File: src/rtl/serial_adder.sv
// Digit-serial adder/subtractor: WIDTH-bit operands processed DIGIT bits per
// clock, LSB first, with a registered carry chained between digits.
module serial_adder #(
    parameter int WIDTH = 8,
    parameter int DIGIT = 1
) (
    input  logic             clk,
    input  logic             rst_n,
    input  logic             start,
    input  logic             sub,
    input  logic [WIDTH-1:0] a,
    input  logic [WIDTH-1:0] b,
    input  logic             ci,
    output logic             busy,
    output logic             done,
    output logic [WIDTH-1:0] s,
    output logic             co,
    output logic             ovf
);

    localparam int NUM = WIDTH / DIGIT;
    localparam int CW  = (NUM > 1) ? $clog2(NUM) : 1;

    typedef enum logic {
        IDLE,
        RUN
    } state_t;

    state_t           state;
    logic [WIDTH-1:0] op_a;
    logic [WIDTH-1:0] op_b;
    logic [WIDTH-1:0] acc;
    logic             carry;
    logic [CW-1:0]    cnt;

    int unsigned      sh;
    logic [DIGIT-1:0] a_dig;
    logic [DIGIT-1:0] b_dig;
    logic [DIGIT-1:0] sum_dig;
    logic [DIGIT:0]   chain;
    logic [WIDTH-1:0] acc_nxt;
    logic             last;

    // One digit of ripple-carry full adders fed by the stored carry.
    always_comb begin
        sh       = int'(cnt) * DIGIT;
        a_dig    = DIGIT'(op_a >> sh);
        b_dig    = DIGIT'(op_b >> sh);
        chain    = '0;
        chain[0] = carry;
        sum_dig  = '0;
        for (int i = 0; i < DIGIT; i++) begin
            sum_dig[i]  = a_dig[i] ^ b_dig[i] ^ chain[i];
            chain[i+1]  = (a_dig[i] & b_dig[i])
                        | (chain[i] & (a_dig[i] ^ b_dig[i]));
        end
        acc_nxt = (acc >> DIGIT)
                | (WIDTH'(sum_dig) << (WIDTH - DIGIT));
        last    = (cnt == CW'(NUM - 1));
    end

    always_ff @(posedge clk or negedge rst_n) begin
        if (!rst_n) begin
            state <= IDLE;
            op_a  <= '0;
            op_b  <= '0;
            acc   <= '0;
            carry <= 1'b0;
            cnt   <= '0;
            busy  <= 1'b0;
            done  <= 1'b0;
            s     <= '0;
            co    <= 1'b0;
            ovf   <= 1'b0;
        end else begin
            done <= 1'b0;
            unique case (state)
                IDLE: begin
                    if (start) begin
                        op_a  <= a;
                        op_b  <= sub ? ~b : b;
                        carry <= sub ? ~ci : ci;
                        acc   <= '0;
                        cnt   <= '0;
                        busy  <= 1'b1;
                        state <= RUN;
                    end
                end
                RUN: begin
                    acc   <= acc_nxt;
                    carry <= chain[DIGIT];
                    cnt   <= cnt + 1'b1;
                    if (last) begin
                        // Overflow: carry into the MSB differs from carry out.
                        s     <= acc_nxt;
                        co    <= chain[DIGIT];
                        ovf   <= chain[DIGIT-1] ^ chain[DIGIT];
                        done  <= 1'b1;
                        busy  <= 1'b0;
                        cnt   <= '0;
                        state <= IDLE;
                    end
                end
                default: state <= IDLE;
            endcase
        end
    end

endmodule

File: config.mk
export PLATFORM = sky130hd
export DESIGN_NAME = serial_adder
export DESIGN_NICKNAME = d
export VERILOG_FILES = /design/src/rtl/serial_adder.sv
export SDC_FILE = /design/constraint.sdc
export NUM_CORES = 1
export LEC_CHECK = 0
export CAP_MARGIN = 20
export CORE_ASPECT_RATIO = 1.1
export CORE_UTILIZATION = 30
export CTS_CLUSTER_SIZE = 25
export DETAILED_ROUTE_END_ITERATION = 12
export PLACE_DENSITY_LB_ADDON = 0.1
export SKIP_LAST_GASP = 1
export SLEW_MARGIN = 20
export SYNTH_ARGS = -nofsm -noshare
export SYNTH_HDL_FRONTEND = slang
export SYNTH_SLANG_ARGS = --single-unit
File: constraint.sdc
create_clock -name clk -period 3.19 [get_ports clk]
set_clock_uncertainty 0.2 [all_clocks]
set_input_delay 0.319 -clock clk [delete_from_list [all_inputs] [get_ports clk]]
set_output_delay 0.319 -clock clk [all_outputs]
set_load 0.02 [all_outputs]
; ---- After elaboration in Yosys (flattened, before gate mapping)
; Cells that the tools add are included.
[word_totals]
register_bits = 41
latch_bits = 0
ram_bits = 0
romBits = 0
input_bits = 21
elab_cells = 47
mem_count = 0
[classes]
addsub = 1
mul = 0
div_mod_pow = 0
magnitude_cmp = 0
n_eq_ne = 3
shifts = 2
muxes = 17
bitwise_logic = 10
reduce_logical = 3
[ops]
columns = op, count
row1 = $mux 8, 2
row2 = $pmux 8 s2, 1
row3 = $shr 8x3->1, 2
row4 = $mux 1, 8
row5 = $not 8->8, 1
row6 = $or 7x8->8, 1
row7 = $mux 3, 2
row8 = $pmux 1 s2, 3
row9 = $pmux 3 s2, 1
row10 = $reduce_and 2->1, 3
row11 = $add 3x1->3 const B, 1
row12 = $eq 3x3->1 const B, 1
row13 = $xor 1x1->1, 3
row14 = $and 1x1->1, 2
row15 = $ne 2x1->1 const B, 1
row16 = $ne 2x2->1 const B, 1
row17 = $not 1->1, 2
row18 = $or 1x1->1, 1

; ---- Logic depth before layout (Yosys ltp)
[logic_depth]
depth_word = 5
depth_mapped = 6

; ---- Worst setup path before layout
; No wires, ideal clock.
[synth_path]
kind = register to register
start = register cnt[0]
end = register s[7]
setup_time_ns = 0.125
t_arrival_ns = 1.981
required_ns = 2.865
setup_slack_ns = 0.884
path_stages_with_launch = 6
n_path_buf = 1
period_less_slack_ns = 2.306
cell_sequence = dfrtp_1 -> buf_6 -> mux4_1 -> mux2_2 -> fa_1 -> mux2_2
[synth_between]
elab_chain_len = 4
elab_cells_between_ends = 7
cone_classes = eq/ne (1) / shift (2) / bitwise (3) / reduce/logical (1)
[synth_rtl]
columns = element, line_no
row1 = from (decl), 34  ; logic [CW-1:0] cnt;
row2 = from (signal assigned), 92  ; cnt <= cnt + 1'b1;
row3 = $shr 8x3->1 (on tied branches), "47, 48"
row4 = $xor 1x1->1 * (2 in series), 53  ; sum_dig[i] = a_dig[i] ^ b_dig[i] ^ chain[i];
row5 = via sum_dig, 39  ; logic [DIGIT-1:0] sum_dig;
row6 = $or 7x8->8 *, 58  ; | (WIDTH'(sum_dig) << (WIDTH - DIGIT));
row7 = to (signal assigned), 95  ; s <= acc_nxt;
row8 = to (decl), 16  ; output logic [WIDTH-1:0] s,
; Mark *: on every way through the listed nets, which the timed path passes. The rest lies on a longest branch.
; A chain may end at the register's enable or synchronous reset.

; ---- Final worst setup path
; Ends and elaborated chain as after synthesis.

==> key figures <==
Die
  • Initial Util: 31.98%
  • Vert. Die Dim: 82.57 um
  • Row cnt: 28
  • Core Footprint: 5535 um^2
  • Io pins: 33
  • Die Footprint: 6213 um^2
  • Die width: 75.25 um

Placement
  • Dpl ws: 0.7413 ns
  • Routability congestion estimate: 0.7581
  • Port Buffers: 32
  • Post-detail-place hpwl: 2188 um

STA
  • Setup WS post-layout: 0.7486 ns
  • Fin crit share: 76.53%
  • Setup_tns: 0 ns
  • RSZ-0062 raised after global routing: no
  • Worst-Margin Slew: 0.9022 ns
  • Hold Fails Final Rpt: 0
  • Final setup fails: 0
  • Fin crit period: 2.441 ns
  • FMAX: 409.6 MHz
  • Pins Over Slew Limit: 0
  • Slew HR: 39.86%

Global routing
  • Grt total ovfl: 0
  • Largest net degree at the start of global routing: 41
  • Vias in the first global route: 1,132
  • First-pass GRT wire length: 5161 um
  • M1 GR Usage: 13.01%
  • Met3 usage: 4.005%
  • GRT Total Usage: 11.54%
  • Met2 GRT Util: 19.46%
  • Initial antenna violation count: 0
  • Top Usage Layer GRT: met2

Clock network
  • Hold Buf Count CTS: 1
  • CTS Buffer Depth: 2
  • Clk slew on worst S/H paths: 0.08 ns
  • Sink Count: 40
  • Post-CTS sizing: 0
  • H-tree Lvls: 2
  • Skew-Pair Late Insertion Delay: 0.29 ns
  • Clk root buf: clkbuf_8
  • CTS tree: yes
  • Num CTS Buffers: 5
  • Postcts setup bufs: 0

Drt
  • Vias/cell: 4.453
  • 1st-iter DRT viols: 33
  • Via count: 1,100
  • Initial DRT Pass Iterations: 4
  • DR WL/cell: 12.81 um
  • DRC: 0
  • Antenna viol nets, final: 0
  • Final wirelength: 3163 um

Flow run
  • Max-Cap Viols: 0

Power
  • Peak VDD IR: 0.2446 mV
  • Power per cell area: 928.0 nW/um^2
  • Cell leakage power: 0.9721 nW

Synthesis
  • Cells after Synth: 139
  • Mapped Area: 1770 um^2
  • Post-synth EDFFs: 0
  • Ys async rst share: 100.0%
  • Most instantiated library cell after synthesis: dfrtp_1
  • Synth warnings: 0
  • Top cells by area, synth: dfrtp_1, mux2_2, mux4_1
  • Post-Syn Nets: 163
  • Seq cells post-synth: 40
  • Post-synth top cells: dfrtp_1, mux2_2, nand2_1
  • Synth Flop Type: dfrtp_1
  • Synth unique cells: 20
  • Post-synth top area share: 56.54%
  • Register area share after synthesis: 56.54%
  • Synth area leader: dfrtp_1
  • Avg Inst Size Synth: 12.74 um^2

Critical path
  • WP data arrival: 2.42 ns
  • Critical Path RT: 3.17 ns
  • CP Max Fanout: 7
  • CP startpoint kind: flop
  • CP endpoint kind: flop
  • Critical Setup Path Class: flop to flop

Worst hold path
  • Worst min-delay path class: flop to flop

Cells and area
  • Layout Area Growth over Synthesis: 26.64%
  • Layout cells sized above 1: 16.86%
  • Antenna cell count: 0
  • Final net count: 195

Run status
  • Status: complete, no violations
==> registers in the layout, indices dropped and copies added, names as in the netlist <==
register	count
carry	1
co	1
busy	1
ovf	1
cnt	3
acc	7
op_b	8
state	1
op_a	8
s	8
done	1
==> report_power, final <==
group	internal [mW]	leakage, nW	switching, mW
Clock	0.173	0.0510	0.171
Sequential	0.746	0.490	0.182
Combinational	0.474	0.431	0.335
==> cells by family after synthesis <==
| group | share of synthesized area, % |
|---|---|
| adders and majority gates | 2.544 |
| buffers and inverters | 3.109 |
| and+or+nand+nor | 7.844 |
| muxes | 18.59 |
| AOI/OAI and AO/OA | 6.431 |
| xor gates and xnor gates | 4.947 |
| DFF | 56.54 |
==> worst max-delay path, stage by stage (launching register included) <==
cell and delay [ns]:
dfrtp_1 0.49, mux4_1 0.60, mux2_2 0.30, fa_1 0.47, mux2_2 0.27
==> per-stage QoR <==
step | std cells | util [%] | area, um^2 | hold slack, ns | power [mW]
final | 247 | 40.51 | 2242 | 0.2796 | 2.081
after CTS | 247 | 40.51 | 2242 | 0.2854 | 2.122
after detailed placement | 238 | 38.65 | 2140 | 0.2677 | 1.770
after floorplan | 139 | - | 1770 | -0.1766 | 1.481
after global placement | 238 | 38.65 | 2140 | 0.2656 | 1.735
after global routing | 247 | 40.51 | 2242 | 0.3132 | 2.247
==> area by class of cell <==
type,count,area (um^2)
Clock buffer,6,82.58
Clock inverter,2,10.01
Fill cell,574,3293
Inverter,2,7.507
Multi-Input combinational cell,88,714.4
Sequential cell,40,1001
Tap cell,75,93.84
Timing Repair Buffer,34,332.8
==> layer usage <==
metal	wire (um)	share of wire [%]	vias up
met5	0	0	-
met4	58	1.8	0
met3	117	3.7	6
met2	1621	51	23
met1	1366	43	538
li1	-	-	533
==> placed cells by master (no fill, tap or decap), types with 4 or more instances in the layout <==
cell type	n
xnor2_1	9
clkbuf_8	6
dfrtp_1	40
nand2b_1	9
nand2_1	19
clkdlybuf4s50_1	31
o21ai_0	17
mux2_2	19
mux4_1	4
==> final timing paths <==
check | startpoint | endpoint | slack [ns] | depth (start not counted)
worst max register to register | cnt[0]$_DFFE_PN0P_ | s[7]$_DFFE_PN0P_ | 0.75 | 4
max in group asynchronous | rst_n | op_b[1]$_DFFE_PN0P_ | 1.74 | 2
worst min-delay path | op_b[1]$_DFFE_PN0P_ | op_b[1]$_DFFE_PN0P_ | 0.28 | 2
worst max-delay path | cnt[0]$_DFFE_PN0P_ | s[7]$_DFFE_PN0P_ | 0.75 | 4
min in group asynchronous | rst_n | s[5]$_DFFE_PN0P_ | 0.49 | 2
worst min register to register | op_b[1]$_DFFE_PN0P_ | op_b[1]$_DFFE_PN0P_ | 0.28 | 2
(Power assumes the default switching activity.)
